--- src/rtl/eq_pkg.sv ---
// eq_pkg: shared types and default sizing for the equalizer tap sequencer.
package eq_pkg;

    localparam int EQ_NUM_TAPS = 4;
    localparam int EQ_DATA_W   = 16;
    localparam int EQ_COEF_W   = 16;
    localparam int EQ_FRAC     = 14;

    typedef enum logic [1:0] {
        ST_IDLE = 2'd0,
        ST_FILL = 2'd1,
        ST_MAC  = 2'd2,
        ST_DONE = 2'd3
    } eq_state_e;

    // Accumulator sized so NUM_TAPS full-scale products can never overflow.
    function automatic int eq_acc_width(input int data_w, input int coef_w, input int num_taps);
        return data_w + coef_w + $clog2(num_taps);
    endfunction

endpackage

--- src/rtl/eq_tap_sequencer_if.sv ---
// eq_tap_sequencer_if: sample stream into the sequencer and filtered result out.
// master = sample source / result consumer, slave = sequencer.
interface eq_tap_sequencer_if #(
    parameter int DATA_W = 16
);
    logic signed [DATA_W-1:0] sample_in;
    logic                     sample_valid;
    logic                     sample_ready;
    logic signed [DATA_W-1:0] sample_out;
    logic                     out_valid;

    modport master (
        output sample_in,
        output sample_valid,
        input  sample_ready,
        input  sample_out,
        input  out_valid
    );

    modport slave (
        input  sample_in,
        input  sample_valid,
        output sample_ready,
        output sample_out,
        output out_valid
    );
endinterface

--- src/rtl/eq_history_buf.sv ---
// eq_history_buf: NUM_TAPS-deep circular sample history.
// Reads are addressed as (base - offset) mod NUM_TAPS so tap k sees x[n-k].
// Every entry returns to zero while reset is asserted.
module eq_history_buf #(
    parameter int NUM_TAPS = 4,
    parameter int DATA_W   = 16
) (
    input  logic                          clk,
    input  logic                          rst_n,
    input  logic                          we_i,
    input  logic [$clog2(NUM_TAPS)-1:0]   wr_addr_i,
    input  logic signed [DATA_W-1:0]      wr_data_i,
    input  logic [$clog2(NUM_TAPS)-1:0]   rd_base_i,
    input  logic [$clog2(NUM_TAPS)-1:0]   rd_off_i,
    output logic signed [DATA_W-1:0]      rd_data_o
);
    localparam int PW = $clog2(NUM_TAPS);

    logic signed [DATA_W-1:0] mem_q [NUM_TAPS];
    logic [PW-1:0]            rd_idx;

    // Sample storage: cleared on reset, one write per accepted sample.
    always_ff @(posedge clk or negedge rst_n) begin
        if (!rst_n) begin
            for (int i = 0; i < NUM_TAPS; i++) begin
                mem_q[i] <= '0;
            end
        end else if (we_i) begin
            mem_q[wr_addr_i] <= wr_data_i;
        end
    end

    // Wrapped read index; adding NUM_TAPS in PW bits stays correct even when
    // NUM_TAPS is a power of two (the addend truncates to zero).
    always_comb begin
        if (rd_base_i >= rd_off_i) begin
            rd_idx = rd_base_i - rd_off_i;
        end else begin
            rd_idx = rd_base_i - rd_off_i + PW'(NUM_TAPS);
        end
    end

    assign rd_data_o = mem_q[rd_idx];

endmodule

--- src/rtl/eq_tap_sequencer.sv ---
// eq_tap_sequencer: one signed MAC time-shared across all equalizer taps.
// Each accepted sample is written to the history, then NUM_TAPS products
// coef[k] * x[n-k] are accumulated, rounded, limited and emitted once.
// eq_val is sampled only on accept so the coefficient bank is stable for a
// whole computation.
// Build option EQ_SEQ_SAT_EN: clamp the rounded result to the DATA_W range;
// without it the result wraps to its low DATA_W bits.
//
// state   | meaning
// ST_IDLE | ready for a sample, nothing in flight
// ST_FILL | bank is fetching tap 0, no product available yet
// ST_MAC  | one tap product accumulated per cycle, NUM_TAPS cycles
// ST_DONE | round/limit the accumulator, result valid the next cycle
module eq_tap_sequencer
    import eq_pkg::*;
#(
    parameter int NUM_TAPS = EQ_NUM_TAPS,
    parameter int DATA_W   = EQ_DATA_W,
    parameter int COEF_W   = EQ_COEF_W,
    parameter int FRAC     = EQ_FRAC
) (
    input  logic                     clk,
    input  logic                     reset,
    input  logic [7:0]               eq_val,
    output logic [7:0]               eq_active,
    output logic [7:0]               tapnum,
    input  logic signed [COEF_W-1:0] coef,
    output logic                     busy,
    eq_tap_sequencer_if.slave        smp
);
    localparam int PW  = $clog2(NUM_TAPS);
    localparam int PRW = DATA_W + COEF_W;
    localparam int AW  = eq_acc_width(DATA_W, COEF_W, NUM_TAPS);

`ifdef EQ_SEQ_SAT_EN
    localparam bit SAT_EN = 1'b1;
`else
    localparam bit SAT_EN = 1'b0;
`endif

    localparam logic [PW-1:0] LAST_K   = PW'(NUM_TAPS - 1);
    localparam logic [7:0]    LAST_TAP = 8'(NUM_TAPS - 1);

    eq_state_e                state_q, state_d;
    logic [PW-1:0]            wr_ptr_q, wr_ptr_d;
    logic [PW-1:0]            k_q, k_d;
    logic signed [AW-1:0]     acc_q, acc_d;
    logic [7:0]               tapnum_q, tapnum_d;
    logic [7:0]               eq_active_q, eq_active_d;
    logic signed [DATA_W-1:0] sample_out_q, sample_out_d;
    logic                     out_valid_q, out_valid_d;

    logic                     hist_we;
    logic signed [DATA_W-1:0] hist_rd;
    logic signed [PRW-1:0]    prod;
    logic signed [AW-1:0]     prod_ext;
    logic signed [AW:0]       acc_ext;
    logic signed [AW:0]       rnd_full;
    logic                     ovf;
    logic signed [DATA_W-1:0] result;

    eq_history_buf #(
        .NUM_TAPS (NUM_TAPS),
        .DATA_W   (DATA_W)
    ) u_hist (
        .clk       (clk),
        .rst_n     (reset),
        .we_i      (hist_we),
        .wr_addr_i (wr_ptr_q),
        .wr_data_i (smp.sample_in),
        .rd_base_i (wr_ptr_q),
        .rd_off_i  (k_q),
        .rd_data_o (hist_rd)
    );

    assign prod     = PRW'(coef) * PRW'(hist_rd);
    assign prod_ext = $signed({{(AW - PRW){prod[PRW-1]}}, prod});

    // One guard bit keeps the rounding add from wrapping at the extremes.
    assign acc_ext = {acc_q[AW-1], acc_q};

    generate
        if (FRAC == 0) begin : g_no_round
            assign rnd_full = acc_ext;
        end else begin : g_round
            localparam logic signed [AW:0] HALF = (AW + 1)'(1) << (FRAC - 1);
            assign rnd_full = (acc_ext + HALF) >>> FRAC;
        end
    endgenerate

    // Out of range when the bits above the DATA_W sign bit disagree with it.
    assign ovf = !(&rnd_full[AW:DATA_W-1]) && (|rnd_full[AW:DATA_W-1]);

    // Clamp or wrap the rounded value into DATA_W bits.
    always_comb begin
        result = rnd_full[DATA_W-1:0];
        if (SAT_EN && ovf) begin
            result = rnd_full[AW] ? {1'b1, {(DATA_W-1){1'b0}}}
                                  : {1'b0, {(DATA_W-1){1'b1}}};
        end
    end

    // State and datapath registers; reset discards any in-flight sample.
    always_ff @(posedge clk or negedge reset) begin
        if (!reset) begin
            state_q      <= ST_IDLE;
            wr_ptr_q     <= '0;
            k_q          <= '0;
            acc_q        <= '0;
            tapnum_q     <= '0;
            eq_active_q  <= '0;
            sample_out_q <= '0;
            out_valid_q  <= 1'b0;
        end else begin
            state_q      <= state_d;
            wr_ptr_q     <= wr_ptr_d;
            k_q          <= k_d;
            acc_q        <= acc_d;
            tapnum_q     <= tapnum_d;
            eq_active_q  <= eq_active_d;
            sample_out_q <= sample_out_d;
            out_valid_q  <= out_valid_d;
        end
    end

    // Next-state and datapath control for the accept/fill/MAC/done sequence.
    always_comb begin
        state_d      = state_q;
        wr_ptr_d     = wr_ptr_q;
        k_d          = k_q;
        acc_d        = acc_q;
        tapnum_d     = tapnum_q;
        eq_active_d  = eq_active_q;
        sample_out_d = sample_out_q;
        out_valid_d  = 1'b0;
        hist_we      = 1'b0;

        unique case (state_q)
            ST_IDLE: begin
                if (smp.sample_valid) begin
                    hist_we     = 1'b1;
                    eq_active_d = eq_val;
                    acc_d       = '0;
                    tapnum_d    = '0;
                    k_d         = '0;
                    state_d     = ST_FILL;
                end
            end
            ST_FILL: begin
                tapnum_d = 8'd1;
                state_d  = ST_MAC;
            end
            ST_MAC: begin
                acc_d = acc_q + prod_ext;
                if (tapnum_q != LAST_TAP) begin
                    tapnum_d = tapnum_q + 8'd1;
                end
                if (k_q == LAST_K) begin
                    wr_ptr_d = (wr_ptr_q == LAST_K) ? '0 : wr_ptr_q + 1'b1;
                    state_d  = ST_DONE;
                end else begin
                    k_d = k_q + 1'b1;
                end
            end
            ST_DONE: begin
                sample_out_d = result;
                out_valid_d  = 1'b1;
                tapnum_d     = '0;
                state_d      = ST_IDLE;
            end
            default: begin
                state_d = ST_IDLE;
            end
        endcase
    end

    assign eq_active        = eq_active_q;
    assign tapnum           = tapnum_q;
    assign busy             = (state_q != ST_IDLE);
    assign smp.sample_ready = (state_q == ST_IDLE);
    assign smp.sample_out   = sample_out_q;
    assign smp.out_valid    = out_valid_q;

endmodule

--- src/flat_wrapper.sv ---
// flat-port wrapper written by rule: the top's interface ports become plain ports
module eq_tap_sequencer_flat import eq_pkg::*;
#(
    parameter int NUM_TAPS = EQ_NUM_TAPS,
    parameter int DATA_W   = EQ_DATA_W,
    parameter int COEF_W   = EQ_COEF_W,
    parameter int FRAC     = EQ_FRAC
)
  (clk, reset, eq_val, eq_active, tapnum, coef, busy, smp_sample_in, smp_sample_valid, smp_sample_ready, smp_sample_out, smp_out_valid);
  eq_tap_sequencer_if #(.DATA_W(DATA_W)) smp_i ();
  input  logic clk;
  input  logic reset;
  input  logic [7:0] eq_val;
  output logic [7:0] eq_active;
  output logic [7:0] tapnum;
  input  logic signed [COEF_W-1:0] coef;
  output logic busy;
  input wire logic [$bits(smp_i.sample_in)-1:0] smp_sample_in;
  input wire logic [$bits(smp_i.sample_valid)-1:0] smp_sample_valid;
  output wire logic [$bits(smp_i.sample_ready)-1:0] smp_sample_ready;
  output wire logic [$bits(smp_i.sample_out)-1:0] smp_sample_out;
  output wire logic [$bits(smp_i.out_valid)-1:0] smp_out_valid;
  assign smp_i.sample_in = smp_sample_in;
  assign smp_i.sample_valid = smp_sample_valid;
  assign smp_sample_ready = smp_i.sample_ready;
  assign smp_sample_out = smp_i.sample_out;
  assign smp_out_valid = smp_i.out_valid;
  eq_tap_sequencer #(.NUM_TAPS(NUM_TAPS), .DATA_W(DATA_W), .COEF_W(COEF_W), .FRAC(FRAC)) u_core (.clk(clk), .reset(reset), .eq_val(eq_val), .eq_active(eq_active), .tapnum(tapnum), .coef(coef), .busy(busy), .smp(smp_i));
endmodule
--- config.mk ---
export PLATFORM = sky130hd
export DESIGN_NAME = eq_tap_sequencer_flat
export DESIGN_NICKNAME = d
export VERILOG_FILES = /design/src/rtl/eq_pkg.sv /design/src/rtl/eq_tap_sequencer_if.sv /design/src/rtl/eq_history_buf.sv /design/src/rtl/eq_tap_sequencer.sv /design/src/flat_wrapper.sv
export SDC_FILE = /design/constraint.sdc
export NUM_CORES = 1
export LEC_CHECK = 0
export BUFFER_PORTS_ARGS = -buffer_cell sky130_fd_sc_hd__buf_2
export CAP_MARGIN = 0
export CORE_AREA = 2 2 216 261
export DETAILED_ROUTE_END_ITERATION = 8
export DIE_AREA = 0 0 218 263
export PLACE_DENSITY = 0.49
export RECOVER_POWER = 25
export SYNTH_ARGS = -nofsm -noshare
export SYNTH_HDL_FRONTEND = slang
export SYNTH_SLANG_ARGS = --single-unit
--- constraint.sdc ---
create_clock -name clk -period 8.2 [get_ports clk]
set_input_delay 0.82 -clock clk [delete_from_list [all_inputs] [get_ports clk]]
set_output_delay 0.82 -clock clk [all_outputs]
set_load 0.03 [all_outputs]
Word-level counts from Yosys, hierarchy flattened. Index checks and enable logic that the tools add are counted. W data, S select, Z words.

Bitwise gates (word level): 2. Add/sub/neg operators: 6. Equal/unequal tests: 10. Multiply operators: 1. Magnitude comparators: 3. Muxes and demuxes: 21. Reduce and logical (&&, ||, !) cells: 10.

Operators by type and width (number): $pmux W34 S2 (1); $bwmux W64 (1); $mux W16 (3); $add A34 B32 Y34 (1); $mux W34 (1); $bmux W16 S2 (1); $demux W16 S2 (1); $mul A16 B16 Y32 (1); $pmux W8 S4 (1); $add A30 B15 Y30 const B (1); $mux W8 (2); $mux W2 (5); $reduce_and A2 Y1 (5); $add A8 B1 Y8 const B (1); $eq A2 B2 Y1 const B (4); $ne A8 B2 Y1 const B (1); $pmux W2 S4 (1); $ge A3 B3 Y1 const B (2); $not A2 Y3 (2); $add A2 B1 Y2 const B (2); $ne A2 B1 Y1 const B (2); $ne A2 B2 Y1 const B (2); $pmux W2 S2 (1); $reduce_bool A2 Y1 (2); other kinds (7) (9).

Register bits after elaboration: 137. Output and inout port bits: 35. Logic and storage cells: 65. Input bits: 43.

Logic depth before layout (Yosys ltp). Gate-level depths: netlist of the first run.

Word-level depth: 8. Mapped depth: 29. Depth with buffers taken out: 26.

Cells and area by module. Synthesis of the first run repeated with hierarchy kept, for this count alone.

Cell total of the unflattened synthesis: 1578. Area, all modules: 16309.4 um^2.

Modules (own cells, without submodules): eq_tap_sequencer (cells each 1420, area an instance 13424.1 um^2, seq. area each 1726.7 um^2, instances 1); eq_history_buf (cells each 158, area an instance 2885.3 um^2, seq. area each 1601.5 um^2, instances 1).

Worst setup path after synthesis of the first run. No wires, ideal clock.

Kind: reg2reg. Start point: reg u_core.wr_ptr_q[0]. End point: reg u_core.acc_q[28]. Cell stages (with the launch flop): 28. Setup time: 0.069 ns. Period minus slack after synthesis: 7.561 ns. Slack: 0.639 ns. Path buffers: 3. Arrival: 7.492 ns. Required time: 8.131 ns. Path through: dfrtp_1 -> inv_1 -> ha_1 -> buf_2 -> buf_1 -> mux4_2 -> clkbuf_1 -> nand2_1 -> inv_1 -> fa_1 -> inv_1 -> fa_1 -> fa_1 -> inv_1 -> fa_1 -> fa_1 -> inv_1 -> fa_1 -> inv_1 -> ha_1 -> a21o_1 -> a21o_1 -> a211oi_1 -> a31oi_1 -> o21ai_1 -> o2111ai_1 -> a2111o_1 -> nand3_1.

Longest elaborated chain between the ends: 8.

RTL lines: start: declaration (RTL line eq_tap_sequencer.sv:45) `logic [PW-1:0] wr_ptr_q, wr_ptr_d;`; start signal: assignment (RTL line eq_tap_sequencer.sv:116) `wr_ptr_q <= wr_ptr_d;`; $sub A2 B2 Y2 (RTL line eq_history_buf.sv:37, eq_history_buf.sv:39); $not A2 Y3 (not written as such) (RTL line eq_history_buf.sv:43) `assign rd_data_o = mem_q[rd_idx];`; $bmux W16 S2 (RTL line eq_history_buf.sv:43); $mux W16 (not written as such) (2 in series) (RTL line eq_history_buf.sv:43); $mul A16 B16 Y32 (RTL line eq_tap_sequencer.sv:76) `assign prod = PRW'(coef) * PRW'(hist_rd);`; $add A34 B32 Y34 (RTL line eq_tap_sequencer.sv:154) `acc_d = acc_q + prod_ext;`; $pmux W34 S2 (RTL line eq_tap_sequencer.sv:138) `unique case (state_q)`; end signal: assignment (RTL line eq_tap_sequencer.sv:109) `acc_q <= '0;`; end signal: assignment (RTL line eq_tap_sequencer.sv:118) `acc_q <= acc_d;`; end: declaration (RTL line eq_tap_sequencer.sv:47) `logic signed [AW-1:0] acc_q, acc_d;`.

No other way between the ends. The select of a mux whose other input is x is not followed. A chain may end at the register's enable or synchronous reset.

Final worst setup path of the first run.
Start point: reg u_core.wr_ptr_q[0]. End point: reg u_core.acc_q[19].

Same word-level chain as after synthesis.

==> results of run 1 <==
## cell usage after synthesis, types with 3 or more instances
cell      count
nand4_1       9
dfrtp_1     133
nand2_1     162
o21ai_1       3
a31oi_1       8
nor2b_1       3
o211ai_1      3
ha_1        105
a32o_1        4
mux2_2       77
a21o_1       11
a22o_1        8
nand2b_1     11
and3_1        5
fa_1        276
a21oi_1      36
and2_1      127
nand3_1      17
mux2i_1       6
nor2_1       49
nor3_1        6
o21a_1        3
xor2_1       19
a211o_1       6
clkbuf_1     52
mux4_2       12
inv_1       338
xnor2_1      31
o21ai_0      34
## final cells by class
class | instances | area [um2]
Fill cell | 5632 | 36500
Multi-Input combinational cell | 1071 | 11500
Sequential cell | 133 | 3330
Inverter | 338 | 1270
Tap cell | 720 | 901
Timing Repair Buffer | 91 | 502
Clock buffer | 18 | 429
Clock inverter | 14 | 193
Antenna cell | 1 | 2.50
## metal layers
layer	GRT usage [%]	wire (um)	up-vias
met2	26.0	20000	192
met3	1.50	1130	38
met1	20.2	18300	5625
met4	3.84	650	2
met5	0	11	-
li1	-	-	5048
## how the worst max path moves through the flow
stage | from | end | slack [ns] | cells after the start
after floorplan | u_core.wr_ptr_q[0]$_DFFE_PN0P_ | u_core.acc_q[28]$_DFFE_PN0P_ | 0.64 | 27
after detailed placement | u_core.wr_ptr_q[0]$_DFFE_PN0P_ | u_core.acc_q[22]$_DFFE_PN0P_ | 0.27 | 24
after global placement | u_core.wr_ptr_q[0]$_DFFE_PN0P_ | u_core.acc_q[22]$_DFFE_PN0P_ | 0.27 | 24
final | u_core.wr_ptr_q[0]$_DFFE_PN0P_ | u_core.acc_q[19]$_DFFE_PN0P_ | 0.34 | 24
after global routing | u_core.wr_ptr_q[0]$_DFFE_PN0P_ | u_core.acc_q[22]$_DFFE_PN0P_ | 0.01 | 24
after CTS | u_core.wr_ptr_q[0]$_DFFE_PN0P_ | u_core.acc_q[22]$_DFFE_PN0P_ | 0.21 | 24
## flip-flops by register name, summed over array words and instances (netlist names)
signal                 cells
u_core.u_hist.mem_q       64
u_core.acc_q              30
u_core.smp.sample_out     16
u_core.eq_active           8
u_core.tapnum              8
u_core.k_q                 2
u_core.state_q             2
u_core.wr_ptr_q            2
u_core.smp.out_valid       1
## cell families (layout without fill, tap and decap cells)
family                     Yosys count  count (layout)
buffers and inverters              395             461
other                                0               1
xor gates and xnor gates            54              54
AOI/OAI and AO/OA                  138             138
adders and majority gates          381             381
DFF                                133             133
and+or+nand+nor                    401             401
muxes                               97              97
## stage by stage
step / utilization (%) / hold WS (ns) / instances
3_5_place_dp: 32.1 / 0.483 / 2353
5_1_grt: 33.2 / 0.514 / 2385
6_report: 33.2 / 0.496 / 2386
4_1_cts: 33.2 / 0.484 / 2385
3_3_place_gp: 32.1 / 0.480 / 2353
2_1_floorplan: - / 0.454 / 1599
## critical path, delay by kind of cell (launching register included)
kind / cells / cell delay, ns
compound gates: 4 / 0.92
flops: 1 / 0.40
xor+xnor: 1 / 0.33
fa+ha+maj: 8 / 3.70
simple gates: 3 / 0.97
mux: 1 / 0.75
buf+inv: 7 / 0.70
## placed cells by master (no fill, tap or decap), types with 3 or more instances in the layout
cell and instances:
xnor2_1 31, xor2_1 19, inv_6 5, o21ai_1 4, a22o_1 8, mux2i_1 6, mux2_2 77, ha_1 105
a32o_1 4, and3_1 5, nor2b_1 3, o211ai_1 3, dfrtp_1 133, clkbuf_16 17, a31oi_1 8, clkinv_4 3
a211o_1 6, nand2b_1 11, and2_1 127, buf_4 13, a21oi_1 35, inv_1 338, a21o_1 11, fa_1 276
nor2_1 49, nand4_1 9, buf_2 76, nand2_1 162, nand3_1 17, o21ai_0 33, mux4_2 12, nor3_1 6
o21a_1 3, bufinv_16 3
## repair_timing
| action | in CTS | in global routing |
|---|---|---|
| resized for setup | 0 | 2 |
| buffers inserted | 0 | 0 |
| setup endpoints to repair | 0 | 2 |
==> flow_summary.yaml, run 1 <==
synthesis:
  syn_avg_cell_area_um2: 10.2
  synth_warnings: 0
  synth_fa_ha_area_share_pct: 41.9
  synthMuxAreaShare_pct: 7.64
  ys.flop_type: "dfrtp_1"
  ys_seq_area_share_pct: 20.4
  synth-xor-area-share_pct: 3.21
  netlist_area_um2: 16300
  synth-compound-area-share_pct: 5.52
  synth_nets: 2023
  syn_inst: 1599
  synthSimpleGateAreaFrac_pct: 12.1
  synth_top_area_cell: "fa_1"
  synth_top_family_by_area: "adder cells"
  synth.distinct_cells: 63
  synth_top_area_share_pct: 33.9
  ys_seq_elements: 133
  synth_edf_count: 0
  yosys-top-cells-area: "fa_1, dfrtp_1, ha_1"
  synth-async-reset-ratio_pct: 100
place:
  port_buffers: 77
  hpwl_mm: 32.5
  placed_area_um2: 17500
  dp_slack_ns: 0.269
  place.gp.congestion: 0.790
critical_path:
  worstSetupStartpointType: "flip-flop"
  timing.rr.start: "u_core.wr_ptr_q[0]$_DFFE_PN0P_"
  cp.required_ns: 8.55
  r2r-end: "u_core.acc_q[19]$_DFFE_PN0P_"
  slowest_delay_ns: 0.75
  critPathCaptureType: "flip-flop"
  r2r_slack_ns: 0.34
  cp_slowest_cell: "mux4_2"
  path_class: "reg -> reg"
  worstPathCellList: "inv_1, ha_1, xor3_1, buf_4, mux4_2, and2_1, fa_1, inv_1, fa_1, fa_1, fa_1, inv_1, fa_1, inv_1, fa_1, inv_1, ha_1, inv_1, a311o_1, o211ai_1, a21o_1, a21oi_1, or4b_2, nand3_1"
  crit_fanout: 18
  rr_worst_depth: 24
  crit_arrival_ns: 8.21
job:
  drv_cap: 1
timing:
  maxSlewHeadroom_pct: -225
  worstMarginPinSlew_ns: 4.87
  layout_min_cycle_time_ns: 7.86
  fin_tns_setup_ns: 0
  fin_ws_ns: 0.339
  hold_viol: 0
  rsz0062_at_grt: "false"
  setup_viol: 0
  slew_viol_final: 89
  max_freq_mhz: 127
  post-route-period-util_pct: 95.9
  finClkSkew_ns: 0.0181
global_routing:
  grt_overflow: 0
  grt_pass1_wl_mm: 68.5
  grt_pass1_vias: 12445
  grt_usage_pct: 15.1
  antenna_found_initial: 1
  grt_start_max_net_pins: 89
routing:
  vias: 10905
  viasPerCell: 4.57
  first_iter_violations: 518
  drt_pre_antenna_iters: 5
  wl_per_cell_um: 16.8
  drc: 0
  postRouteAntennaNets: 0
  wl_mm: 40.0
floorplan:
  die_area_um2: 57300
  die_w_um: 218
  die_h_um: 263
  rows: 94
  io_pins: 78
  start_util_pct: 29.9
  fp.coreArea_um2: 54600
outcome:
  run_status: "finished with violations"
  violations: "max-capacitance violations, max-slew violations"
finish:
  nNetsFinal: 2076
  syn2layout_area_growth_pct: 11.1
  final_cell_area_um2: 18100
  drive_gt1_share_pct: 13.2
hold_path:
  min_to: "u_core.acc_q[10]$_DFFE_PN0P_"
  min_from: "u_core.acc_q[10]$_DFFE_PN0P_"
  whs_path_depth: 2
  worstHoldPathType: "reg -> reg"
clock_tree:
  cts_made_buffers: 17
  clock_sinks: 133
  clockBufferDepth: 2
  htree_levels: 4
  clk_pin_slew_ns: 0.06
  cts_root_buf: "clkbuf_16"
  clkLatencyLatePin_ns: 0.43
  hold_buffers: 0
  cts_tree: "yes"
Power of run 1 is not shown: default switching activity piles up to over one toggle a cycle in this logic, so the estimate is an artifact.
==> run 2: changes to the inputs <==
--- a/config.mk
+++ b/config.mk
@@ -8,10 +8,11 @@
 export BUFFER_PORTS_ARGS = -buffer_cell sky130_fd_sc_hd__buf_2
 export CAP_MARGIN = 0
 export CORE_AREA = 2 2 216 261
+export CTS_CLUSTER_SIZE = 8
 export DETAILED_ROUTE_END_ITERATION = 8
 export DIE_AREA = 0 0 218 263
-export PLACE_DENSITY = 0.49
 export RECOVER_POWER = 25
 export SYNTH_ARGS = -nofsm -noshare
 export SYNTH_HDL_FRONTEND = slang
+export SYNTH_HIERARCHICAL = 1
 export SYNTH_SLANG_ARGS = --single-unit
==> flow_summary.yaml, run 2 <==
outcome:
  run_status: "finished with violations"
  violations: "max-capacitance violations, max-slew violations"
synthesis:
  syn_inst: 1578
  syn_avg_cell_area_um2: 10.3
  synth.distinct_cells: 70
  ys.flop_type: "dfrtp_1"
  ys_seq_area_share_pct: 20.4
  synth_warnings: 6
  synth_top_area_cell: "fa_1"
  yosysMostFrequentCell: "inv_1"
  netlist_area_um2: 16300
  synth_top_area_share_pct: 33.9
  ys_seq_elements: 133
  synth-async-reset-ratio_pct: 100
  yosys-top-cells-area: "fa_1, dfrtp_1, ha_1"
  synth.top_cells.by_count: "inv_1, fa_1, nand2_1, dfrtp_1, and2_1"
  synth_nets: 1999
  synth_edf_count: 0
routing:
  wl_per_cell_um: 16.0
  postRouteAntennaNets: 0
  vias: 11072
  wl_mm: 37.9
  first_iter_violations: 483
  drt_pre_antenna_iters: 5
  drc: 0
  viasPerCell: 4.68
timing:
  rsz0062_at_grt: "false"
  finClkSkew_ns: 0.0110
  setup_viol: 0
  slew_viol_final: 67
  fin_tns_setup_ns: 0
  worstMarginPinSlew_ns: 3.47
  post-route-period-util_pct: 93.8
  layout_min_cycle_time_ns: 7.69
  maxSlewHeadroom_pct: -131
  max_freq_mhz: 130
  hold_viol: 0
place:
  hpwl_mm: 30.5
  place.gp.congestion: 0.837
  port_buffers: 77
global_routing:
  antenna_found_initial: 2
  grt_start_max_net_pins: 69
  grt_overflow: 0
  grt_usage_pct: 13.8
  grt_pass1_vias: 12121
  grt_pass1_wl_mm: 62.1
floorplan:
  fp.coreArea_um2: 54600
  die_w_um: 218
  die_h_um: 263
  io_pins: 78
  rows: 94
  start_util_pct: 29.9
  die_area_um2: 57300
clock_tree:
  clk_pin_slew_ns: 0.06
  post_cts_buffers: 0
  post_cts_resized: 0
  clock_sinks: 133
  cts_root_buf: "clkbuf_16"
  hold_buffers: 0
  cts_made_buffers: 17
  htree_levels: 4
  cts_tree: "yes"
  clockBufferDepth: 2
  clkLatencyLatePin_ns: 0.46
finish:
  register_area_um2: 3330
  drive_gt1_share_pct: 13.2
  max_flop_register: "u_core/u_hist/mem_q"
  final_cell_mix: "inv_1, fa_1, nand2_1, dfrtp_1, and2_1"
  syn2layout_area_growth_pct: 10.4
  largest_register_ff_count: 64
  nFillCells: 5690
  layout_commonest_cell: "inv_1"
  nNetsFinal: 2050
  multi_input_area_um2: 11500
critical_path:
  critPathTopFamily: "adder cells"
  cp_common_cell: "fa_1"
  slowest_delay_ns: 0.93
  worstSetupStartpointType: "flip-flop"
  worstPathCellList: "inv_1, ha_1, buf_4, mux4_1, and2_1, fa_1, inv_1, fa_1, inv_1, fa_1, fa_1, fa_1, inv_1, fa_1, inv_1, ha_1, or3_1, o21ai_0, a21oi_1, nand4_2, a31o_1, a2111o_1, o211ai_1"
  crit_fanout: 16
  cp.required_ns: 8.57
  crit_arrival_ns: 8.06
  critPathCaptureType: "flip-flop"
  cp_slowest_cell: "mux4_1"
  path_buf_inv: 6
  path_class: "reg -> reg"
hold_path:
  worstHoldPathType: "reg -> reg"
job:
  drv_cap: 1
-- run 2: stage by stage --
stage | std cells | utilization [%] | hold slack (ns) | setup slack (ns) | cell area (um2)
floorplan | 1578 | - | 0.456 | 0.991 | 16300
global placement | 2330 | 31.9 | 0.479 | 0.582 | 17400
detailed placement | 2330 | 31.9 | 0.488 | 0.496 | 17400
CTS | 2362 | 33.0 | 0.334 | 0.504 | 18000
global route | 2362 | 33.0 | 0.516 | 0.0458 | 18000
finish | 2364 | 33.0 | 0.501 | 0.512 | 18000
-- run 2: final cells by class --
cell class                 instances  share of cell area [%]
antenna                            2                  0.0278
clock buffer                      17                    2.36
clock inverter                    15                   0.938
inverter                         333                    6.94
multi-input combinational       1061                    63.9
sequential                       133                    18.5
tap                              720                    5.00
timing repair buffer              83                    2.38
-- run 2: cells by family (layout without fill, tap and decap cells) --
| group | after synthesis | in the layout | share of synthesized area (%) |
|---|---|---|---|
| xor+xnor | 61 | 61 | 3.37 |
| buf+inv | 384 | 448 | 9.08 |
| compound gates | 137 | 137 | 5.72 |
| fa+ha+maj | 378 | 378 | 41.7 |
| other cells | 0 | 2 | 0 |
| flops | 133 | 133 | 20.4 |
| simple gates | 394 | 394 | 12.0 |
| mux | 91 | 91 | 7.71 |
-- run 2: layer usage --
layer / GRT usage, % / wire length (um) / up-vias
li1: - / - / 4996
met1: 15.9 / 14800 / 5771
met2: 24.9 / 20400 / 240
met3: 2.65 / 1610 / 61
met4: 5.70 / 1130 / 4
met5: 0 / 24 / -
-- run 2: worst paths after layout --
| kind | startpoint | endpoint | slack, ns | depth (start not counted) |
|---|---|---|---|---|
| max | u_core/wr_ptr_q[0]$_DFFE_PN0P_ | u_core/acc_q[29]$_DFFE_PN0P_ | 0.51 | 23 |
| min | u_core/u_hist/mem_q[46]$_DFFE_PN0P_ | u_core/u_hist/mem_q[46]$_DFFE_PN0P_ | 0.50 | 1 |
| max reg2reg | u_core/wr_ptr_q[0]$_DFFE_PN0P_ | u_core/acc_q[29]$_DFFE_PN0P_ | 0.51 | 23 |
| min reg2reg | u_core/u_hist/mem_q[46]$_DFFE_PN0P_ | u_core/u_hist/mem_q[46]$_DFFE_PN0P_ | 0.50 | 1 |
| max in group asynchronous | reset | u_core/acc_q[0]$_DFFE_PN0P_ | 4.29 | 2 |
| min in group asynchronous | reset | u_core/u_hist/mem_q[9]$_DFFE_PN0P_ | 1.54 | 1 |
Power of run 2 is left out for the same reason.
